File: config.mk
export PLATFORM = sky130hd
export DESIGN_NAME = vga_fb_arbiter_flat
export DESIGN_NICKNAME = d
export VERILOG_FILES = /design/src/rtl/vga_pkg.sv /design/src/rtl/vga_fb_arbiter_if.sv /design/src/rtl/vga_pix_fifo.sv /design/src/rtl/vga_fb_arbiter.sv /design/src/flat_wrapper.sv
export SDC_FILE = /design/constraint.sdc
export NUM_CORES = 1
export LEC_CHECK = 0
export CAP_MARGIN = 15
export CORE_UTILIZATION = 36
export DETAILED_ROUTE_END_ITERATION = 10
export PLACE_DENSITY = 0.61
export REMOVE_ABC_BUFFERS = 1
export SYNTH_ARGS = -nofsm -noshare
export SYNTH_HDL_FRONTEND = slang
export SYNTH_SLANG_ARGS = --single-unit
File: constraint.sdc
create_clock -name clk -period 7.9 [get_ports clk]
set_clock_uncertainty 0.1 [all_clocks]
set_input_delay 1.58 -clock clk [delete_from_list [all_inputs] [get_ports clk]]
set_output_delay 1.58 -clock clk [all_outputs]
set_load 0.05 [all_outputs]
File: src/rtl/vga_pkg.sv
// Shared VGA definitions: 640x480@60 timing, pixel width,
// and the framebuffer arbiter state encoding.
package vga_pkg;

   localparam int H_ACTIVE = 640;
   localparam int H_FP     = 16;
   localparam int H_SYNC   = 96;
   localparam int H_BP     = 48;
   localparam int H_TOTAL  = H_ACTIVE + H_FP + H_SYNC + H_BP;

   localparam int V_ACTIVE = 480;
   localparam int V_FP     = 10;
   localparam int V_SYNC   = 2;
   localparam int V_BP     = 33;
   localparam int V_TOTAL  = V_ACTIVE + V_FP + V_SYNC + V_BP;

   localparam int PIX_W = 8;

   typedef enum logic [1:0] {
      BLANK = 2'd0,
      FILL  = 2'd1,
      SCAN  = 2'd2
   } arb_state_e;

endpackage

File: src/rtl/vga_fb_arbiter_if.sv
// Host write handshake plus framebuffer RAM bus.
// slave = arbiter side, master = host/RAM side.
interface vga_fb_arbiter_if #(
   parameter int ADDR_W = 19,
   parameter int PIX_W  = vga_pkg::PIX_W
);

   logic              wr_valid;
   logic              wr_ready;
   logic [ADDR_W-1:0] wr_addr;
   logic [PIX_W-1:0]  wr_data;
   logic [ADDR_W-1:0] ram_addr;
   logic              ram_we;
   logic              ram_re;
   logic [PIX_W-1:0]  ram_wdata;
   logic [PIX_W-1:0]  ram_rdata;

   modport slave (
      input  wr_valid, wr_addr, wr_data, ram_rdata,
      output wr_ready, ram_addr, ram_we, ram_re, ram_wdata
   );

   modport master (
      output wr_valid, wr_addr, wr_data, ram_rdata,
      input  wr_ready, ram_addr, ram_we, ram_re, ram_wdata
   );

endinterface

File: src/rtl/vga_pix_fifo.sv
// Small synchronous prefetch FIFO with flush and
// first-word-fall-through head.
module vga_pix_fifo #(
   parameter  int DEPTH = 4,
   parameter  int PIX_W = vga_pkg::PIX_W,
   localparam int CW    = $clog2(DEPTH) + 1
) (
   input  logic             clk,
   input  logic             rst,
   input  logic             flush,
   input  logic             push,
   input  logic [PIX_W-1:0] din,
   input  logic             pop,
   output logic [PIX_W-1:0] dout,
   output logic [CW-1:0]    count
);

   localparam int AW = $clog2(DEPTH);

   logic [AW-1:0]    wp_q, wp_d, rp_q, rp_d;
   logic [CW-1:0]    cnt_q, cnt_d;
   logic [PIX_W-1:0] mem_q [DEPTH];

   always_comb begin
      wp_d  = wp_q;
      rp_d  = rp_q;
      cnt_d = cnt_q;
      if (flush) begin
         wp_d  = '0;
         rp_d  = '0;
         cnt_d = '0;
      end else begin
         if (push) wp_d = wp_q + AW'(1);
         if (pop)  rp_d = rp_q + AW'(1);
         cnt_d = cnt_q + CW'(push) - CW'(pop);
      end
   end

   always_ff @(posedge clk) begin
      if (rst) begin
         wp_q  <= '0;
         rp_q  <= '0;
         cnt_q <= '0;
      end else begin
         wp_q  <= wp_d;
         rp_q  <= rp_d;
         cnt_q <= cnt_d;
      end
   end

   always_ff @(posedge clk) begin
      if (push && !flush) mem_q[wp_q] <= din;
   end

   // Reads are only issued with room reserved, so this never fires.
   always_ff @(posedge clk) begin
      if (!rst) begin
         assert (!(push && cnt_q == CW'(DEPTH)))
            else $error("vga_pix_fifo: push into full FIFO");
      end
   end

   assign dout  = mem_q[rp_q];
   assign count = cnt_q;

endmodule

File: src/rtl/vga_fb_arbiter.sv
// Shares a single-port framebuffer between VGA scanout
// (prefetched into a FIFO) and a valid/ready host write port.
module vga_fb_arbiter #(
   parameter int H_PIX  = 640,
   parameter int V_PIX  = 480,
   parameter int PIX_W  = vga_pkg::PIX_W,
   parameter int ADDR_W = 19,
   parameter int DEPTH  = 4
) (
   input  logic             clk,
   input  logic             rst,
   input  logic             frame_start,
   input  logic             pix_en,
   output logic [PIX_W-1:0] pix_o,
   output logic             underflow_o,
   vga_fb_arbiter_if.slave  bus
);

   import vga_pkg::*;

   localparam int CW  = $clog2(DEPTH) + 1;
   localparam int OW  = CW + 1;
   localparam int AW1 = ADDR_W + 1;
   localparam logic [AW1-1:0] TOTAL = AW1'(H_PIX * V_PIX);

   arb_state_e       state_q, state_d;
   logic [AW1-1:0]   rd_addr_q, rd_addr_d;
   logic             inflight_q, inflight_d;
   logic             underflow_q, underflow_d;
   logic [CW-1:0]    count;
   logic [PIX_W-1:0] head;
   logic [OW-1:0]    occ;
   logic             empty, pop, push, active;
   logic             rd_req, wr_go;

   assign empty  = (count == '0);
   assign pop    = pix_en & ~empty;
   assign push   = inflight_q & ~frame_start;
   assign active = (state_q == FILL) || (state_q == SCAN);

   // Occupancy counts the read already in flight so we never overfill.
   assign occ = OW'(count) + OW'(inflight_q) - OW'(pop);

   assign rd_req = active && (rd_addr_q < TOTAL)
                   && (occ < OW'(DEPTH))
                   && !frame_start && !rst;

   assign bus.wr_ready = ~rd_req & ~frame_start & ~rst;
   assign wr_go        = bus.wr_valid & bus.wr_ready;

   always_comb begin
      bus.ram_re    = rd_req;
      bus.ram_we    = wr_go;
      bus.ram_addr  = '0;
      bus.ram_wdata = '0;
      if (rd_req) begin
         bus.ram_addr = rd_addr_q[ADDR_W-1:0];
      end else if (wr_go) begin
         bus.ram_addr  = bus.wr_addr;
         bus.ram_wdata = bus.wr_data;
      end
   end

   assign pix_o       = (pop && !rst) ? head : '0;
   assign underflow_o = underflow_q;

   always_comb begin
      state_d     = state_q;
      rd_addr_d   = rd_addr_q;
      underflow_d = underflow_q;
      inflight_d  = rd_req;
      if (frame_start) begin
         state_d     = FILL;
         rd_addr_d   = '0;
         underflow_d = 1'b0;
      end else begin
         if (rd_req) rd_addr_d = rd_addr_q + AW1'(1);
         if (pix_en && empty) underflow_d = 1'b1;
         unique case (state_q)
            FILL: if (pix_en) state_d = SCAN;
            SCAN: begin
               if (rd_addr_q == TOTAL && empty && !inflight_q)
                  state_d = BLANK;
            end
            default: state_d = state_q;
         endcase
      end
   end

   always_ff @(posedge clk) begin
      if (rst) begin
         state_q     <= BLANK;
         rd_addr_q   <= '0;
         inflight_q  <= 1'b0;
         underflow_q <= 1'b0;
      end else begin
         state_q     <= state_d;
         rd_addr_q   <= rd_addr_d;
         inflight_q  <= inflight_d;
         underflow_q <= underflow_d;
      end
   end

   vga_pix_fifo #(
      .DEPTH (DEPTH),
      .PIX_W (PIX_W)
   ) u_fifo (
      .clk   (clk),
      .rst   (rst),
      .flush (frame_start),
      .push  (push),
      .din   (bus.ram_rdata),
      .pop   (pop),
      .dout  (head),
      .count (count)
   );

endmodule

File: src/flat_wrapper.sv
// flat-port wrapper written by rule: the top's interface ports become plain ports
module vga_fb_arbiter_flat import vga_pkg::*;
#(
   parameter int H_PIX  = 640,
   parameter int V_PIX  = 480,
   parameter int PIX_W  = vga_pkg::PIX_W,
   parameter int ADDR_W = 19,
   parameter int DEPTH  = 4
)
  (clk, rst, frame_start, pix_en, pix_o, underflow_o, bus_wr_valid, bus_wr_addr, bus_wr_data, bus_ram_rdata, bus_wr_ready, bus_ram_addr, bus_ram_we, bus_ram_re, bus_ram_wdata);
  vga_fb_arbiter_if #(.ADDR_W(ADDR_W), .PIX_W(PIX_W)) bus_i ();
  input  logic clk;
  input  logic rst;
  input  logic frame_start;
  input  logic pix_en;
  output logic [PIX_W-1:0] pix_o;
  output logic underflow_o;
  input wire logic [$bits(bus_i.wr_valid)-1:0] bus_wr_valid;
  input wire logic [$bits(bus_i.wr_addr)-1:0] bus_wr_addr;
  input wire logic [$bits(bus_i.wr_data)-1:0] bus_wr_data;
  input wire logic [$bits(bus_i.ram_rdata)-1:0] bus_ram_rdata;
  output wire logic [$bits(bus_i.wr_ready)-1:0] bus_wr_ready;
  output wire logic [$bits(bus_i.ram_addr)-1:0] bus_ram_addr;
  output wire logic [$bits(bus_i.ram_we)-1:0] bus_ram_we;
  output wire logic [$bits(bus_i.ram_re)-1:0] bus_ram_re;
  output wire logic [$bits(bus_i.ram_wdata)-1:0] bus_ram_wdata;
  assign bus_i.wr_valid = bus_wr_valid;
  assign bus_i.wr_addr = bus_wr_addr;
  assign bus_i.wr_data = bus_wr_data;
  assign bus_i.ram_rdata = bus_ram_rdata;
  assign bus_wr_ready = bus_i.wr_ready;
  assign bus_ram_addr = bus_i.ram_addr;
  assign bus_ram_we = bus_i.ram_we;
  assign bus_ram_re = bus_i.ram_re;
  assign bus_ram_wdata = bus_i.ram_wdata;
  vga_fb_arbiter #(.H_PIX(H_PIX), .V_PIX(V_PIX), .PIX_W(PIX_W), .ADDR_W(ADDR_W), .DEPTH(DEPTH)) u_core (.clk(clk), .rst(rst), .frame_start(frame_start), .pix_en(pix_en), .pix_o(pix_o), .underflow_o(underflow_o), .bus(bus_i));
endmodule
[Yosys cells after proc, flatten, opt, wreduce, memory -nomap -nowiden]
Memories as Yosys holds them, arrays and structs flattened. A register that Yosys moved wholly into a read port is not among the register bits.
Cells that the tools add are included.
Storage, ports and cells
  register bits after elaboration: 31
  output and inout port bits: 39
  bits in read-only memories: 0
  memories kept: 1
  logic and storage cells: 66
  bits in latches: 0
  input port bits: 40
  memory bits (writable): 32
Cells by class
  reductions and logical operators: 19
  div/mod/pow operators: 0
  $lt $le $gt $ge: 2
  bitwise gates (word level): 9
  multipliers: 0
  eq/ne operators: 7
  multiplexer cells: 13
  shifts and indexed selects: 0
  add/subtract/negate cells: 7
Memories
  u_core.u_fifo.mem_q: words 4, bits a word 8, read ports 1, clocked after Yosys merged registers in 1, write ports 1, RTL line vga_pix_fifo.sv:22  | logic [PIX_W-1:0] mem_q [DEPTH];
Operators by type and width (count)
  $mux 19: 2
  $mux 8: 3
  $add 20x1->20 const B: 1
  $eq 20x19->1 const B: 1
  $lt 20x19->1 const B: 1
  $logic_and 1x1->1: 9
  $mux 2: 4
  $ne 3x3->1 const B: 2
  $reduce_and 3->1: 2
  $and 1x1->1: 5
  $add 2x1->2 const B: 2
  $add 3x1->4: 1
  $lt 4x3->1 const B: 1
  $ne 2x2->1 const B: 2
  $not 1->1: 4
  $pmux 2 s2: 1
  $sub 4x1->4: 1
  $add 3x1->3: 1
  $logic_not 1->1: 3
  $logic_not 3->1: 1
  $mux 1: 3
  $reduce_bool 3->1: 1
  $sub 3x1->3: 1
  $eq 2x1->1 const B: 1
  other kinds (4): 4

[Longest topological paths before layout]
  word-level depth: 14
  depth in mapped cells: 12
  mapped depth without buffers: 10

[Cells and area by module]
A second synthesis with hierarchy kept.
Unflattened totals
  cell total of the unflattened synthesis: 346
  area total of the unflattened synthesis: 3449.6 sq um
By module, submodules not included
  vga_fb_arbiter: cells an instance 259, seq. area each 480.5 sq um, instances 1, area each 1844.3 sq um
  vga_pix_fifo: cells an instance 87, seq. area each 1141.1 sq um, instances 1, area each 1605.3 sq um

[Least setup slack after synthesis]
No wires, ideal clock.
  kind: input -> output
  start: in pix_en
  end: out bus_ram_addr[0]
  data required time: 6.220 ns
  setup slack: 2.065 ns
  arrival: 4.155 ns
  stages on the path: 9
  path buffers: 1
  cell sequence: or2b_1 > or2_2 > ha_1 > nand3_1 > o21ai_2 > a21oi_1 > nand2_1 > buf_2 > mux2i_1
On the way
  word-level cells in the longest chain between the ends: 12
RTL lines
  start, declared: RTL line flat_wrapper.sv:15  | input logic pix_en;
  $and 1x1->1 *: RTL line vga_fb_arbiter.sv:37  | assign pop = pix_en & ~empty;
  $sub 4x1->4 *: RTL line vga_fb_arbiter.sv:42  | assign occ = OW'(count) + OW'(inflight_q) - OW'(pop);
  $lt 4x3->1 *: RTL line vga_fb_arbiter.sv:45  | && (occ < OW'(DEPTH))
  $logic_and 1x1->1 *: RTL line vga_fb_arbiter.sv:45
  $logic_and 1x1->1 * (2 in a row): RTL line vga_fb_arbiter.sv:46  | && !frame_start && !rst;
  $not 1->1: RTL line vga_fb_arbiter.sv:48  | assign bus.wr_ready = ~rd_req & ~frame_start & ~rst;
  $and 1x1->1 (2 in a row): RTL line vga_fb_arbiter.sv:48
  $and 1x1->1: RTL line vga_fb_arbiter.sv:49  | assign wr_go = bus.wr_valid & bus.wr_ready;
  $mux 19: RTL line vga_fb_arbiter.sv:58  | end else if (wr_go) begin
  $mux 19 *: RTL line vga_fb_arbiter.sv:56  | if (rd_req) begin
  end, declared: RTL line flat_wrapper.sv:23  | output wire logic [$bits(bus_i.ram_addr)-1:0] bus_ram_addr;
Mark *: on every way between the ends. The rest lies on a longest branch, timed or not.

[Final worst setup path]
  start: in pix_en
  end: out bus_ram_we
On the way
  word-level cells in the longest chain between the ends: 10
RTL lines
  $and 1x1->1: RTL line vga_fb_arbiter.sv:37
  $sub 4x1->4: RTL line vga_fb_arbiter.sv:42
  $lt 4x3->1: RTL line vga_fb_arbiter.sv:45
  $logic_and 1x1->1: RTL line vga_fb_arbiter.sv:45
  $logic_and 1x1->1 (2 in a row): RTL line vga_fb_arbiter.sv:46
  $not 1->1: RTL line vga_fb_arbiter.sv:48
  $and 1x1->1 (2 in a row): RTL line vga_fb_arbiter.sv:48
  $and 1x1->1: RTL line vga_fb_arbiter.sv:49
  end, declared: RTL line flat_wrapper.sv:24  | output wire logic [$bits(bus_i.ram_we)-1:0] bus_ram_we;
Every way passes these cells.

==> impl_metrics.py <==
metrics = {
    "routing": {
        "first_pass_iters": 5,
        "wirelength_mm": 7.95,
        "dr_total_vias": 2790,
        "number_of_nets_with_antenna_violations_after_detailed_routing": 0,
        "drt_first_iter_violations": 104,
        "drt_drc_violations_left": 0,
        "route.detailed.wl_per_inst_um": 14.8,
        "drt-vias-per-instance": 5.21,
    },
    "sta": {
        "timing.final.hold_violations": 0,
        "unrepaired_setup_endpoints_after_global_routing": "no",
        "report.final.slew_viol_count": 0,
        "slew_of_the_pin_with_the_lowest_slew_margin_ps": 552,
        "clock_period_minus_worst_slack_ps": 6570,
        "finalCritPeriodShare": 0.832,
        "final.setup.tns_ps": 0,
        "timing.final.setup_violations": 0,
        "tightest_slew_margin_relative_to_the_limit": 0.631,
        "max_clock_freq_mhz": 152,
    },
    "clock_network": {
        "root_driver": "sky130_fd_sc_hd__clkbuf_8",
        "numCtsBuffers": 9,
        "post_cts_resized": 0,
        "clockBufferDepth": 2,
        "clkTransAtPathRegs_ps": 70,
        "cts.htree.levels": 3,
        "ctsHoldBuffers": 0,
        "cts_tree": "yes",
        "cts.sinks": 65,
        "clk_latency_ps": 350,
        "post_cts_setup_buffer_count": 0,
    },
    "status": {
        "outcome": "complete, no violations",
    },
    "floorplanning": {
        "fp.dieArea_um2": 10000,
        "ioPinCount": 79,
        "initial_utilization": 0.373,
        "coreArea_um2": 9280,
        "die_width_um": 100,
        "standard_cell_rows": 35,
        "die_height_um": 100,
    },
    "power_and_ir_drop": {
        "leakagePower_nw": 1.69,
        "fin_total_pwr_uw": 730,
        "peak_supply_drop_mv": 0.0807,
        "power_per_cell_area_nw_per_um2": 161,
    },
    "setup_path": {
        "reg2reg_depth": 9,
        "setup.worst_path.start_class": "input port",
        "max_stage_delay_ps": 690,
        "cp_top_family": "buffers and inverters",
        "worstPathArrival_ps": 4890,
        "path_common_cell": "sky130_fd_sc_hd__clkdlybuf4s50_1",
        "setup.worst_path.end_class": "primary output",
        "worst_r2r_endpoint": "u_core.rd_addr_q[8]",
        "path_max_fanout": 20,
        "worst_r2r_setup_slack_ps": 4540,
        "critPathRequiredTime_ps": 6220,
        "cp_cell_sequence": "clkdlybuf4s50_1 > or2b_1 > or2_2 > ha_1 > and3b_1 > mux2i_4 > o211a_1 > buf_4 > nand2_1 > and2_1 > clkdlybuf4s50_1",
        "reg2reg_from": "u_core.u_fifo.count[2]",
        "critical_path.slowest_cell": "sky130_fd_sc_hd__clkdlybuf4s50_1",
        "cp.buffers_inverters": 3,
        "worstSetupPathType": "in -> out",
    },
    "cells_and_area": {
        "most-common-layout-cells": "49 x sky130_fd_sc_hd__clkdlybuf4s50_1, 33 x sky130_fd_sc_hd__dfxtp_1, 32 x sky130_fd_sc_hd__edfxtp_1",
        "areaGrowthSynthToFinish_pct": 30.9,
        "antenna_cells_inserted": 0,
        "most_common_library_cell_in_the_layout_ignoring_fill_and_taps": "sky130_fd_sc_hd__clkdlybuf4s50_1",
        "finalNetCount": 455,
        "final_layout_size_suffix_gt1_frac": 0.199,
        "layout.filler_cells": 887,
    },
    "grt": {
        "pin_count_of_the_biggest_net_entering_global_routing": 33,
        "initial_antenna_violation_count": 0,
        "first_global_vias": 2461,
        "grt_overflow": 0,
        "grt_pass1_wl_mm": 12.7,
        "tot_gr_track_use": 0.165,
    },
    "logic_synthesis": {
        "asyncSetResetFlopFracSynth": 0,
        "synth.top_cells.by_area": "sky130_fd_sc_hd__edfxtp_1 28%, sky130_fd_sc_hd__dfxtp_1 19%, sky130_fd_sc_hd__mux4_2 5.2%",
        "seq_area_frac_synth": 0.468,
        "netlist.area_leader.share": 0.277,
        "synth_cell_type_count": 45,
        "ys.flop_type": "sky130_fd_sc_hd__dfxtp_1",
        "synth-edff-count": 32,
        "cell_count_after_synthesis": 330,
        "ys_seq_elements": 65,
        "synthesis.area_per_instance_um2": 10.5,
        "yosysWarnings": 0,
        "synth_largest_area_cell": "sky130_fd_sc_hd__edfxtp_1",
        "netlist_area_um2": 3470,
    },
    "hold_path": {
        "min_to": "u_core.underflow_o",
        "holdPathStages": 2,
        "min_path_type": "reg -> reg",
        "hp-start": "u_core.underflow_o",
    },
    "flow_run": {
        "timing.max_cap.violations": 0,
    },
    "placement": {
        "gpl.final_weighted_congestion": 0.870,
        "port_buffers": 78,
        "dp.final_hpwl_mm": 5.91,
    },
}
## cell families (layout without fill, tap and decap cells)
logic type | Yosys count | after routing | synth area share
adders and majority gates | 12 | 12 | 0.0455
xor gates and xnor gates | 7 | 7 | 0.0199
muxes | 19 | 19 | 0.0877
DFF | 65 | 65 | 0.468
buffers and inverters | 37 | 114 | 0.0412
AOI/OAI and AO/OA | 59 | 59 | 0.124
and+or+nand+nor | 131 | 131 | 0.214
## state kept, by name, indices dropped and copies added, names as in the netlist, named ones only
register / cells
u_core.u_fifo.mem_q: 32
u_core.state_q: 2
u_core.u_fifo.rp_q: 2
u_core.u_fifo.count: 3
u_core.u_fifo.wp_q: 2
u_core.rd_addr_q: 20
u_core.underflow_o: 1
u_core.inflight_q: 1
## synthesized netlist by cell type, types with 2 or more instances
cell / instances
sky130_fd_sc_hd__a21oi_1: 18
sky130_fd_sc_hd__nor2b_1: 11
sky130_fd_sc_hd__buf_2: 3
sky130_fd_sc_hd__or4_1: 12
sky130_fd_sc_hd__mux2i_1: 9
sky130_fd_sc_hd__o21ai_0: 5
sky130_fd_sc_hd__or3_1: 5
sky130_fd_sc_hd__dfxtp_1: 33
sky130_fd_sc_hd__nor4_1: 5
sky130_fd_sc_hd__a31o_2: 15
sky130_fd_sc_hd__o31ai_1: 11
sky130_fd_sc_hd__clkbuf_1: 16
sky130_fd_sc_hd__inv_1: 16
sky130_fd_sc_hd__ha_1: 11
sky130_fd_sc_hd__or2_2: 5
sky130_fd_sc_hd__xnor2_1: 5
sky130_fd_sc_hd__edfxtp_1: 32
sky130_fd_sc_hd__mux4_2: 8
sky130_fd_sc_hd__o211ai_1: 2
sky130_fd_sc_hd__nand3_1: 7
sky130_fd_sc_hd__nor2_1: 20
sky130_fd_sc_hd__nand2_1: 17
sky130_fd_sc_hd__and3_1: 23
sky130_fd_sc_hd__and2_1: 8
sky130_fd_sc_hd__nand4_1: 12
sky130_fd_sc_hd__buf_1: 2
## per-stage QoR
stage               hold WS [ps]  cell area [µm²]  utilization  instances  worst slack (ps)
global route                 423             4540        0.489        536              1170
floorplan                    351             3380            -        309              1310
finish                       377             4540        0.489        536              1330
detailed placement           364             4350        0.469        521              1340
global placement             367             4350        0.469        521              1380
CTS                          380             4540        0.489        536              1330
## layout make-up
cell class	instances	area (µm²)	area share
timing repair buffer	83	808	0.178
clock inverter	6	60.1	0.0132
multi-input combinational	228	1700	0.375
tap	129	161	0.0356
clock buffer	9	124	0.0273
sequential	65	1620	0.357
inverter	16	60.1	0.0132
## worst min-delay path, delay by kind of cell (launching register included)
family          cells  cell delay (ps)
flops               1              330
simple gates        1               70
compound gates      1               40
## report_power, final
group | total (mW) | leakage [nW] | internal [mW] | switching, mW
clock network | 0.265 | 0.0925 | 0.142 | 0.123
registers | 0.360 | 0.555 | 0.357 | 0.00362
logic | 0.104 | 1.04 | 0.0455 | 0.0589
## worst max-delay path by stage
stage	slack [ps]	from	endpoint	cells past startpoint
floorplan	1310	pix_en	bus_wr_ready	9
global placement	1380	pix_en	bus_ram_we	11
detailed placement	1340	pix_en	bus_ram_we	11
CTS	1330	pix_en	bus_ram_we	11
global route	1170	pix_en	bus_ram_we	11
finish	1330	pix_en	bus_ram_we	11
## layer usage
metal	track usage	wire, µm
met5	0	0
met4	0.0702	118
met3	0.0397	355
met2	0.253	3760
met1	0.224	3720
No activity file was read; power rests on OpenSTA's default activity.
